`src/rtl/multicycle_control_if.sv`:
```
// rtl/multicycle_control_if.sv - control/datapath interface for the multicycle MIPS core
interface multicycle_control_if;
    logic [5:0] op;
    logic [5:0] funct;
    logic       zero;
    logic       pcEn;
    logic       IorD;
    logic       memwrite;
    logic       IRwrite;
    logic       regdst;
    logic       memtoreg;
    logic       regwrite;
    logic       alusrcA;
    logic [1:0] alusrcB;
    logic [1:0] pcsrc;
    logic [2:0] alucontrol;
    logic [3:0] state;

    modport master (
        input  op, funct, zero,
        output pcEn, IorD, memwrite, IRwrite, regdst, memtoreg, regwrite,
        output alusrcA, alusrcB, pcsrc, alucontrol, state
    );

    modport slave (
        output op, funct, zero,
        input  pcEn, IorD, memwrite, IRwrite, regdst, memtoreg, regwrite,
        input  alusrcA, alusrcB, pcsrc, alucontrol, state
    );
endinterface

```
`src/rtl/multicycle_control.sv`:
```
// rtl/multicycle_control.sv - Moore FSM control unit for the multicycle MIPS datapath
module multicycle_control #(
    parameter bit ENABLE_BNE = 1'b1
) (
    input  logic                       clk,
    input  logic                       reset,
    multicycle_control_if.master       ctl
);
    typedef enum logic [3:0] {
        FETCH   = 4'd0,
        DECODE  = 4'd1,
        MEMADR  = 4'd2,
        MEMRD   = 4'd3,
        MEMWB   = 4'd4,
        MEMWR   = 4'd5,
        EXECUTE = 4'd6,
        ALUWB   = 4'd7,
        BRANCH  = 4'd8,
        ADDIEX  = 4'd9,
        ADDIWB  = 4'd10,
        JUMP    = 4'd11
    } state_t;

    localparam logic [5:0] OP_RTYPE = 6'b000000;
    localparam logic [5:0] OP_LW    = 6'b100011;
    localparam logic [5:0] OP_SW    = 6'b101011;
    localparam logic [5:0] OP_BEQ   = 6'b000100;
    localparam logic [5:0] OP_BNE   = 6'b000101;
    localparam logic [5:0] OP_ADDI  = 6'b001000;
    localparam logic [5:0] OP_J     = 6'b000010;

    localparam logic [2:0] ALU_AND = 3'b000;
    localparam logic [2:0] ALU_OR  = 3'b001;
    localparam logic [2:0] ALU_ADD = 3'b010;
    localparam logic [2:0] ALU_SUB = 3'b110;
    localparam logic [2:0] ALU_SLT = 3'b111;

    state_t state_q, state_d;
    logic   is_bne;

    assign is_bne = ENABLE_BNE && (ctl.op == OP_BNE);

    always_ff @(posedge clk or negedge reset) begin
        if (!reset) state_q <= FETCH;
        else        state_q <= state_d;
    end

    always_comb begin
        state_d        = FETCH;
        ctl.pcEn       = 1'b0;
        ctl.IorD       = 1'b0;
        ctl.memwrite   = 1'b0;
        ctl.IRwrite    = 1'b0;
        ctl.regdst     = 1'b0;
        ctl.memtoreg   = 1'b0;
        ctl.regwrite   = 1'b0;
        ctl.alusrcA    = 1'b0;
        ctl.alusrcB    = 2'b00;
        ctl.pcsrc      = 2'b00;
        ctl.alucontrol = ALU_AND;
        ctl.state      = state_q;

        case (state_q)
            FETCH: begin
                ctl.alusrcB    = 2'b01;
                ctl.alucontrol = ALU_ADD;
                ctl.IRwrite    = 1'b1;
                ctl.pcEn       = 1'b1;
                state_d        = DECODE;
            end
            DECODE: begin
                ctl.alusrcB    = 2'b11;
                ctl.alucontrol = ALU_ADD;
                if (ctl.op == OP_LW || ctl.op == OP_SW)       state_d = MEMADR;
                else if (ctl.op == OP_RTYPE)                  state_d = EXECUTE;
                else if (ctl.op == OP_BEQ || is_bne)          state_d = BRANCH;
                else if (ctl.op == OP_ADDI)                   state_d = ADDIEX;
                else if (ctl.op == OP_J)                      state_d = JUMP;
                else                                          state_d = FETCH;
            end
            MEMADR, ADDIEX: begin
                ctl.alusrcA    = 1'b1;
                ctl.alusrcB    = 2'b10;
                ctl.alucontrol = ALU_ADD;
                if (state_q == ADDIEX)       state_d = ADDIWB;
                else if (ctl.op == OP_LW)    state_d = MEMRD;
                else if (ctl.op == OP_SW)    state_d = MEMWR;
                else                         state_d = FETCH;
            end
            MEMRD: begin
                ctl.IorD = 1'b1;
                state_d  = MEMWB;
            end
            MEMWB: begin
                ctl.memtoreg = 1'b1;
                ctl.regwrite = 1'b1;
            end
            MEMWR: begin
                ctl.IorD     = 1'b1;
                ctl.memwrite = 1'b1;
            end
            EXECUTE: begin
                ctl.alusrcA = 1'b1;
                case (ctl.funct)
                    6'b100010: ctl.alucontrol = ALU_SUB;
                    6'b100100: ctl.alucontrol = ALU_AND;
                    6'b100101: ctl.alucontrol = ALU_OR;
                    6'b101010: ctl.alucontrol = ALU_SLT;
                    default:   ctl.alucontrol = ALU_ADD;
                endcase
                state_d = ALUWB;
            end
            ALUWB: begin
                ctl.regdst   = 1'b1;
                ctl.regwrite = 1'b1;
            end
            BRANCH: begin
                ctl.alusrcA    = 1'b1;
                ctl.alucontrol = ALU_SUB;
                ctl.pcsrc      = 2'b01;
                // Only combinational path from zero: the branch resolves in this cycle.
                ctl.pcEn       = is_bne ? ~ctl.zero : ctl.zero;
            end
            ADDIWB: begin
                ctl.regwrite = 1'b1;
            end
            JUMP: begin
                ctl.pcsrc = 2'b10;
                ctl.pcEn  = 1'b1;
            end
            default: state_d = FETCH;
        endcase

        // state_q is already FETCH while reset is low; only the enables need masking.
        if (!reset) begin
            ctl.pcEn     = 1'b0;
            ctl.IRwrite  = 1'b0;
            ctl.memwrite = 1'b0;
            ctl.regwrite = 1'b0;
        end
    end
endmodule

```
`src/flat_wrapper.sv`:
```
// flat-port wrapper written by rule: the top's interface ports become plain ports
module multicycle_control_flat 
#(
    parameter bit ENABLE_BNE = 1'b1
)
  (clk, reset, ctl_op, ctl_funct, ctl_zero, ctl_pcEn, ctl_IorD, ctl_memwrite, ctl_IRwrite, ctl_regdst, ctl_memtoreg, ctl_regwrite, ctl_alusrcA, ctl_alusrcB, ctl_pcsrc, ctl_alucontrol, ctl_state);
  multicycle_control_if ctl_i ();
  input  logic clk;
  input  logic reset;
  input wire logic [$bits(ctl_i.op)-1:0] ctl_op;
  input wire logic [$bits(ctl_i.funct)-1:0] ctl_funct;
  input wire logic [$bits(ctl_i.zero)-1:0] ctl_zero;
  output wire logic [$bits(ctl_i.pcEn)-1:0] ctl_pcEn;
  output wire logic [$bits(ctl_i.IorD)-1:0] ctl_IorD;
  output wire logic [$bits(ctl_i.memwrite)-1:0] ctl_memwrite;
  output wire logic [$bits(ctl_i.IRwrite)-1:0] ctl_IRwrite;
  output wire logic [$bits(ctl_i.regdst)-1:0] ctl_regdst;
  output wire logic [$bits(ctl_i.memtoreg)-1:0] ctl_memtoreg;
  output wire logic [$bits(ctl_i.regwrite)-1:0] ctl_regwrite;
  output wire logic [$bits(ctl_i.alusrcA)-1:0] ctl_alusrcA;
  output wire logic [$bits(ctl_i.alusrcB)-1:0] ctl_alusrcB;
  output wire logic [$bits(ctl_i.pcsrc)-1:0] ctl_pcsrc;
  output wire logic [$bits(ctl_i.alucontrol)-1:0] ctl_alucontrol;
  output wire logic [$bits(ctl_i.state)-1:0] ctl_state;
  assign ctl_i.op = ctl_op;
  assign ctl_i.funct = ctl_funct;
  assign ctl_i.zero = ctl_zero;
  assign ctl_pcEn = ctl_i.pcEn;
  assign ctl_IorD = ctl_i.IorD;
  assign ctl_memwrite = ctl_i.memwrite;
  assign ctl_IRwrite = ctl_i.IRwrite;
  assign ctl_regdst = ctl_i.regdst;
  assign ctl_memtoreg = ctl_i.memtoreg;
  assign ctl_regwrite = ctl_i.regwrite;
  assign ctl_alusrcA = ctl_i.alusrcA;
  assign ctl_alusrcB = ctl_i.alusrcB;
  assign ctl_pcsrc = ctl_i.pcsrc;
  assign ctl_alucontrol = ctl_i.alucontrol;
  assign ctl_state = ctl_i.state;
  multicycle_control #(.ENABLE_BNE(ENABLE_BNE)) u_core (.clk(clk), .reset(reset), .ctl(ctl_i));
endmodule
```
`config.mk`:
```
export PLATFORM = sky130hd
export DESIGN_NAME = multicycle_control_flat
export DESIGN_NICKNAME = d
export VERILOG_FILES = /design/src/rtl/multicycle_control_if.sv /design/src/rtl/multicycle_control.sv /design/src/flat_wrapper.sv
export SDC_FILE = /design/constraint.sdc
export NUM_CORES = 1
export LEC_CHECK = 0
export BUFFER_PORTS_ARGS = -buffer_cell sky130_fd_sc_hd__buf_2
export CAP_MARGIN = 0
export CORE_UTILIZATION = 40
export CTS_CLUSTER_SIZE = 25
export DETAILED_ROUTE_END_ITERATION = 6
export PLACE_DENSITY_LB_ADDON = 0.15
export SLEW_MARGIN = 20
export SYNTH_ARGS = -nofsm -noshare
export SYNTH_HDL_FRONTEND = slang
export SYNTH_SLANG_ARGS = --single-unit
export TNS_END_PERCENT = 100
```
`constraint.sdc`:
```
create_clock -name clk -period 3.3 [get_ports clk]
set_input_delay 0.165 -clock clk [delete_from_list [all_inputs] [get_ports clk]]
set_output_delay 0.165 -clock clk [all_outputs]
set_load 0.005 [all_outputs]
```
==> impl_metrics.tcl, run 1 <==
set metrics [dict create \
    worst_hold_path_type "input port to asynchronous set/reset pin" \
    grt_util_met1 0.2871 \
    vdd_drop_max_mv 0.2972 \
    yosysSeqAreaShare 0.1660 \
    synth_edf_count 0 \
    finalClockSkew_ps 4.075 \
    max_slew_margin 0.6232 \
    final_common_cell "buf_2" \
    portBuffers 33 \
    nFillCells 134 \
    crit_path_end_kind "output port" \
    die_w_um 40.83 \
    syn2layout_area_growth_pct 28.22 \
    ys_top_cells_by_area "dfrtp_1 17%, buf_6 5.6%, and3_1 5.2%" \
    cts_buffer_depth 2 \
    setup.worst_path.start "u_core.ctl.state[1]" \
    final_util 0.5728 \
    grtUsageTotal 0.1962 \
    outcome "finished, final reports clean" \
    max_cap_viol_count 0 \
    antenna_found_initial 0 \
    cts_root_buf "clkbuf_4" \
    finalPower_mw 0.3299 \
    period_needed_ps 1812 \
    fmax_mhz 552.0 \
    synth_top_area_cell "dfrtp_1" \
    worst-r2r-setup-slack_ps 1750 \
    syn_area_um2 603.1 \
    cts_made_buffers 3 \
    grt_pass1_vias 519 \
    synthesis.nets 93 \
    synthCells 78 \
    cts.htree.levels 1 \
    synth_cell_types 37 \
    dp.cells 121 \
    grt_use_met3 0.04891 \
    firstDrtPassIters 4 \
    cellLeakagePower_nw 0.3829 \
    netlist.area_leader.share 0.1660 \
    grt_pass1_wl_um 2242 \
    drc 0 \
    layout.cells.non_filler 125 \
    critPathMaxFanout 18 \
    worstReg2RegStart "u_core.ctl.state[1]" \
    dp_slack_ps 1756 \
    ys.flop_type "dfrtp_1" \
    reg2reg_depth 3 \
    grt_setup_unrepaired "false" \
    dieArea_mm2 0.001667 \
    top_usage_layer "met2" \
    reg2reg_to "u_core.ctl.state[1]" \
    cts.sinks 4 \
    n_antenna_cell 0 \
    placeableCoreArea_mm2 0.001350 \
    layout_setup_ws_ps 1488 \
    ant_nets 0 \
    synthArstFlopShare 1.000 \
    routedWlPerCell_um 11.70 \
    cts_tree "done" \
    dieHeight_um 40.83 \
    clkLatencyLatePin_ps 230 \
    drt-vias-per-instance 5.640 \
    dp_hpwl_um 1130 \
    hold_viol 0 \
    finalCritPeriodShare 0.5490 \
    ys_ff_latch 4 \
    worstPathArrival_ps 1650 \
    power.density_mw_per_mm2 426.6 \
    routed_wl_um 1462 \
    gp_congestion 0.8226 \
    clk_pin_slew_worst_paths_ps 40 \
    overflow 0 \
    grt_max_degree 19 \
    start_util 0.4467 \
    required_ps 3130 \
    syn_area_per_cell_um2 7.732 \
    std_cell_rows 13 \
    largest_register_ffs 4 \
    start_kind "register" \
    vias 705 \
    drv_slew 0 \
    layout_common_cells "33 x buf_2, 6 x nor2_1, 6 x inv_1, 5 x nor2b_1, 5 x and3_1" \
    drive_gt1_frac 0.3636 \
    tightestPinTransition_ps 565.2 \
    synth.yosys.warnings 0 \
    finalSetupTns_ps 0 \
    met2_usage 0.3047 \
    finalSetupViolCount 0 \
    nets 127 \
    crit_type "register to output port" \
    drtIter0Drc 13 \
    ios 34 \
]
==> metrics by stage <==
step | hold WS [ps] | cell area (um^2)
5_1_grt | 330.5 | 773.2
3_3_place_gp | 5.687 | 740.7
6_report | 299.0 | 773.2
2_1_floorplan | -130.6 | 603.1
4_1_cts | 293.4 | 773.2
3_5_place_dp | 5.789 | 740.7
==> where the power goes <==
| part | leakage, nW | total (mW) | internal, mW | switching, mW |
|---|---|---|---|---|
| logic | 0.316 | 0.164 | 0.0847 | 0.0793 |
| clock network | 0.0138 | 0.0581 | 0.0405 | 0.0176 |
| registers | 0.0532 | 0.108 | 0.0591 | 0.0487 |
| total | 0.383 | 0.330 | 0.184 | 0.146 |
==> critical path, cell delays in order, from the launching register on <==
cell,delay [ps]
dfrtp_1,570
nor4b_4,410
nand3_1,120
o221ai_1,180
buf_2,140
==> synth_stat cells (2+ instances only) <==
cell,n
a21oi_1,2
a22oi_1,2
and2b_1,2
and3_1,5
buf_6,3
dfrtp_1,4
inv_1,6
nand2_1,3
nand4_1,3
nor2_1,6
nor2b_1,5
nor3_1,4
nor3b_1,3
nor4_1,2
o21ai_0,3
o31ai_1,3
xor2_1,2
==> cells by family (layout without fill, tap and decap cells) <==
| logic type | Yosys count | after routing | synth area share |
|---|---|---|---|
| xor+xnor | 3 | 3 | 0.04358 |
| buf+inv | 11 | 43 | 0.1141 |
| compound gates | 21 | 21 | 0.2635 |
| flops | 4 | 4 | 0.1660 |
| simple gates | 39 | 39 | 0.4128 |
==> layer usage <==
layer,part of all wire,vias up
met5,0,-
met4,0,0
met3,0.060,0
met2,0.47,25
met1,0.47,321
li1,-,359
==> area by class of cell <==
cell class	instances	area (um^2)	area share
Tap cell	15	18.77	0.02427
Inverter	6	22.52	0.02913
Timing Repair Buffer	34	175.2	0.2265
Multi-Input combinational cell	63	434.2	0.5615
Sequential cell	4	100.1	0.1294
Clock buffer	3	22.52	0.02913
==> how the worst max path moves through the flow <==
| stage | to | slack, ps |
|---|---|---|
| finish | ctl_pcEn | 1490 |
| global route | ctl_alucontrol[2] | 1380 |
| detailed placement | ctl_pcEn | 1760 |
| CTS | ctl_pcEn | 1510 |
| floorplan | ctl_pcEn | 2000 |
| global placement | ctl_pcEn | 1790 |
==> repair_timing <==
item | in CTS | in global routing
endpoints found under the hold margin | 4 | 0
hold buffers | 1 | 0
gates resized for setup | 0 | 0
setup buffers | 0 | 0
(Power assumes the default switching activity.)
==> run 2, diff against run 1 <==
clock period = 1.9 ns   (was 3.3 ns; I/O delays follow)
==> run 2 against run 1 <==
Compared with the run above:
- core utilization did not move
- global-route usage is 0.066 points lower
- sequential power grew 71%
- clock skew increased by 4.0 ps
- setup slack got worse by 1300 ps
- sequential share of layout area unchanged
- via count fell by 1.6%
- worst hold slack worse by 90 ps
- critical path depth unchanged
- critical path type unchanged
- largest power group unchanged
==> impl_metrics.tcl, run 2 (synthesized netlist as in run 1, its figures left out) <==
set metrics [dict create \
    drc 0 \
    vdd_drop_max_mv 0.5362 \
    final_util 0.5728 \
    dp_slack_ps 410.7 \
    die_w_um 40.83 \
    grt_pass1_wl_um 2208 \
    slowest_delay_ps 570 \
    routedWlPerCell_um 11.84 \
    gp_congestion 0.7672 \
    dieHeight_um 40.83 \
    nets 127 \
    finalSetupViolCount 0 \
    n_antenna_cell 0 \
    max_slew_margin 0.6212 \
    power.density_mw_per_mm2 747.3 \
    grt_pass1_vias 535 \
    finalCritPeriodShare 0.9215 \
    final_common_cell "buf_2" \
    max_cap_viol_count 0 \
    std_cell_rows 13 \
    cts_buffer_depth 2 \
    syn2layout_area_growth_pct 28.22 \
    finalSetupTns_ps 0 \
    start_kind "register" \
    routed_wl_um 1480 \
    path_cells "nor4b_4 > nand3_1 > o221ai_1 > buf_2" \
    finalClockSkew_ps 8.064 \
    crit_buf_inv 1 \
    cp_top_family "flip-flops" \
    antenna_found_initial 0 \
    grt_setup_unrepaired "false" \
    worstPathArrival_ps 1660 \
    worst_hold_path_type "input port to register" \
    cts.sinks 4 \
    fmax_mhz 571.2 \
    post-cts-setup-buffer-count 0 \
    period_needed_ps 1751 \
    crit_type "register to output port" \
    required_ps 1800 \
    outcome "finished, final reports clean" \
    cellLeakagePower_nw 0.3829 \
    hold_slack_ps 209.3 \
    cts.htree.levels 1 \
    dpl_cell_area_um2 740.7 \
    drtIter0Drc 18 \
    grtUsageTotal 0.1955 \
    crit_path_end_kind "output port" \
    nFillCells 128 \
    dieArea_mm2 0.001667 \
    reg2reg_depth 3 \
    crit_cells 4 \
    grt_max_degree 19 \
    dp_hpwl_um 1148 \
    hold_viol 0 \
    ant_nets 0 \
    firstDrtPassIters 4 \
    clkLatencyLatePin_ps 240 \
    cts-resized-gates 0 \
    drive_gt1_frac 0.3636 \
    vias 694 \
    drv_slew 0 \
    cts_made_buffers 3 \
    cts_tree "done" \
    min_path_cells 2 \
    final_area_um2 773.2 \
    overflow 0 \
    ios 34 \
    clk_pin_slew_worst_paths_ps 40 \
    placeableCoreArea_mm2 0.001350 \
    tightestPinTransition_ps 568.2 \
    cts_root_buf "clkbuf_4" \
    largest_register_ffs 4 \
    layout_setup_ws_ps 149.2 \
    critPathMaxFanout 18 \
    start_util 0.4467 \
    drt-vias-per-instance 5.552 \
    layout_common_cells "33 x buf_2, 6 x nor2_1, 6 x inv_1, 5 x nor2b_1, 5 x and3_1" \
    crit_slowest_cell "dfrtp_1" \
    portBuffers 33 \
]
-- run 2: power breakdown --
group | switching [mW] | internal, mW
combinational | 0.140 | 0.147
clock | 0.0349 | 0.0706
sequential | 0.0821 | 0.103
-- run 2: final cells by class --
class / instances / area, um^2 / share of cell area
Timing Repair Buffer: 34 / 175.2 / 0.2265
Tap cell: 15 / 18.77 / 0.02427
Sequential cell: 4 / 100.1 / 0.1294
Clock buffer: 3 / 22.52 / 0.02913
Multi-Input combinational cell: 63 / 434.2 / 0.5615
Inverter: 6 / 22.52 / 0.02913
-- run 2: repair_timing --
action,in CTS,in global routing
setup endpoints to repair,0,0
hold buffers,1,0
hold endpoints to repair,4,0
-- run 2: path summary, 6_finish.rpt --
path / from / end / slack, ps
min reg2reg: u_core.ctl.state[3] / u_core.ctl.state[2] / 680
max in group asynchronous: reset / u_core.ctl.state[0] / 1500
max reg2reg: u_core.ctl.state[1] / u_core.ctl.state[1] / 430
min in group asynchronous: reset / u_core.ctl.state[2] / 240
min: ctl_op[3] / u_core.ctl.state[1] / 210
max: u_core.ctl.state[1] / ctl_pcEn / 150
-- run 2: through the flow --
stage	std cells	total power, mW
6_report	125	0.5779
5_1_grt	125	0.6403
2_1_floorplan	78	0.3836
3_3_place_gp	121	0.4690
4_1_cts	125	0.5844
3_5_place_dp	121	0.4734
-- run 2: metal layers --
| metal | track usage | routed length [um] | up-vias |
|---|---|---|---|
| met4 | 0 | 0 | 0 |
| li1 | - | - | 362 |
| met3 | 0.06522 | 85 | 0 |
| met2 | 0.3281 | 691 | 27 |
| met1 | 0.2549 | 703 | 305 |
| met5 | 0 | 0 | - |
==> run 3, diff against run 2 <==
CTS_BUF_LIST = sky130_fd_sc_hd__clkbuf_8   (was not set)
MAX_ROUTING_LAYER = met4   (was not set)
==> run 3 against run 2 <==
Compared with the run above:
- maximum frequency up 1.9%
- sequential power barely moved
- first-iteration DRC count shrank 17%
- setup slack better by 33 ps
- via count down 0.86%
- cell count unchanged
- global-route usage up 0.54 points
- clock-buffer cell count unchanged
- die area unchanged
- routed wire length fell by 1.1%
- sequential cell count unchanged
- sequential share of layout area down 0.31 points
- critical path type unchanged
- highest routed layer unchanged
==> impl_metrics.tcl, run 3 (synthesized netlist as in run 1, its figures left out) <==
set metrics [dict create \
    critPathMaxFanout 18 \
    finalClockSkew_ps 5.281 \
    cts.htree.levels 1 \
    clk_pin_slew_worst_paths_ps 30 \
    cts_root_buf "clkbuf_8" \
    final_area_um2 792.0 \
    grt_setup_unrepaired "false" \
    cts.sinks 4 \
    dpl_cell_area_um2 740.7 \
    finalCritPeriodShare 0.9043 \
    drtIter0Drc 15 \
    dp_slack_ps 410.7 \
    drive_gt1_frac 0.3636 \
    power.density_mw_per_mm2 819.4 \
    dieArea_mm2 0.001667 \
    die_w_um 40.83 \
    routedWlPerCell_um 11.71 \
    crit_path_end_kind "output port" \
    period_needed_ps 1718 \
    crit_slowest_cell "dfrtp_1" \
    vdd_drop_max_mv 0.6281 \
    required_ps 1800 \
    worstPathArrival_ps 1620 \
    largest_register_ffs 4 \
    grt_max_degree 19 \
    gp_congestion 0.7774 \
    dp_hpwl_um 1148 \
    cellLeakagePower_nw 0.3907 \
    drv_slew 0 \
    syn2layout_area_growth_pct 31.33 \
    cts-resized-gates 0 \
    post-cts-setup-buffer-count 0 \
    grtUsageTotal 0.2009 \
    final_util 0.5867 \
    antenna_found_initial 0 \
    grt_pass1_wl_um 2208 \
    nFillCells 127 \
    layout_setup_ws_ps 181.7 \
    portBuffers 33 \
    finalSetupTns_ps 0 \
    dieHeight_um 40.83 \
    max_cap_viol_count 0 \
    cts_made_buffers 3 \
    hold_viol 0 \
    n_antenna_cell 0 \
    max_slew_margin 0.6301 \
    crit_type "register to output port" \
    grt_pass1_vias 535 \
    path_cells "nor4b_4 > nand3_1 > o221ai_1 > buf_2" \
    finalSetupViolCount 0 \
    clkLatencyLatePin_ps 220 \
    drt-vias-per-instance 5.504 \
    cts_tree "done" \
    vias 688 \
    ant_nets 0 \
    overflow 0 \
    ios 34 \
    firstDrtPassIters 4 \
    routed_wl_um 1464 \
    start_kind "register" \
    placeableCoreArea_mm2 0.001350 \
    cp_top_family "flip-flops" \
    outcome "finished, final reports clean" \
    drc 0 \
    slowest_delay_ps 570 \
    cts_buffer_depth 2 \
    worst_hold_path_type "input port to register" \
    fmax_mhz 582.0 \
    nets 127 \
    std_cell_rows 13 \
    worst-r2r-setup-slack_ps 440 \
    layout_common_cells "33 x buf_2, 6 x nor2_1, 6 x inv_1, 5 x nor2b_1, 5 x and3_1" \
    final_common_cell "buf_2" \
    start_util 0.4467 \
    crit_buf_inv 1 \
    tightestPinTransition_ps 554.8 \
]
## run 3: path summary, 6_finish.rpt
path	startpoint	endpoint	cells past startpoint
max	u_core.ctl.state[1]	ctl_pcEn	4
min	ctl_op[3]	u_core.ctl.state[1]	2
max reg2reg	u_core.ctl.state[1]	u_core.ctl.state[1]	3
min reg2reg	u_core.ctl.state[3]	u_core.ctl.state[2]	1
max in group asynchronous	reset	u_core.ctl.state[0]	2
min in group asynchronous	reset	u_core.ctl.state[2]	2
## run 3: area by class of cell
cell class	instances	area, um^2	share of cell area
well taps	15	18.77	0.02370
flip-flops and latches	4	100.1	0.1264
multi-input cells	63	434.2	0.5482
repair buffers	34	175.2	0.2212
clock buffers	3	41.29	0.05213
inverters	6	22.52	0.02844
## run 3: report_power, final
| group | total [mW] | switching (mW) | internal (mW) |
|---|---|---|---|
| clock | 0.177 | 0.0420 | 0.135 |
| sequential | 0.184 | 0.0810 | 0.103 |
| combinational | 0.288 | 0.141 | 0.147 |
## run 3: per-stage QoR
step / cells / hold WS (ps) / total power, mW
final: 125 / 231.6 / 0.6490
after global routing: 125 / 263.4 / 0.7124
after CTS: 125 / 229.1 / 0.6572
after detailed placement: 121 / -65.04 / 0.4734
after global placement: 121 / -62.03 / 0.4690
after floorplan: 78 / -200.6 / 0.3836
## run 3: what timing repair did
action                                 in CTS  in global routing
endpoints found under the hold margin       4                  0
hold buffers                                1                  0
setup endpoints to repair                   0                  0
## run 3: routing by layer
metal | routed length, um | up-vias | GRT usage
met3 | 90 | 0 | 0.06522
met5 | 0 | - | -
met1 | 691 | 301 | 0.2549
met2 | 682 | 26 | 0.3281
li1 | - | 361 | -
met4 | 0 | 0 | 0
## run 3: worst reg2reg max path: cells and delay by family, from the launching register on
kind	cells	cell delay [ps]
DFF	1	680
and+or+nand+nor	2	410
AOI/OAI and AO/OA	1	270
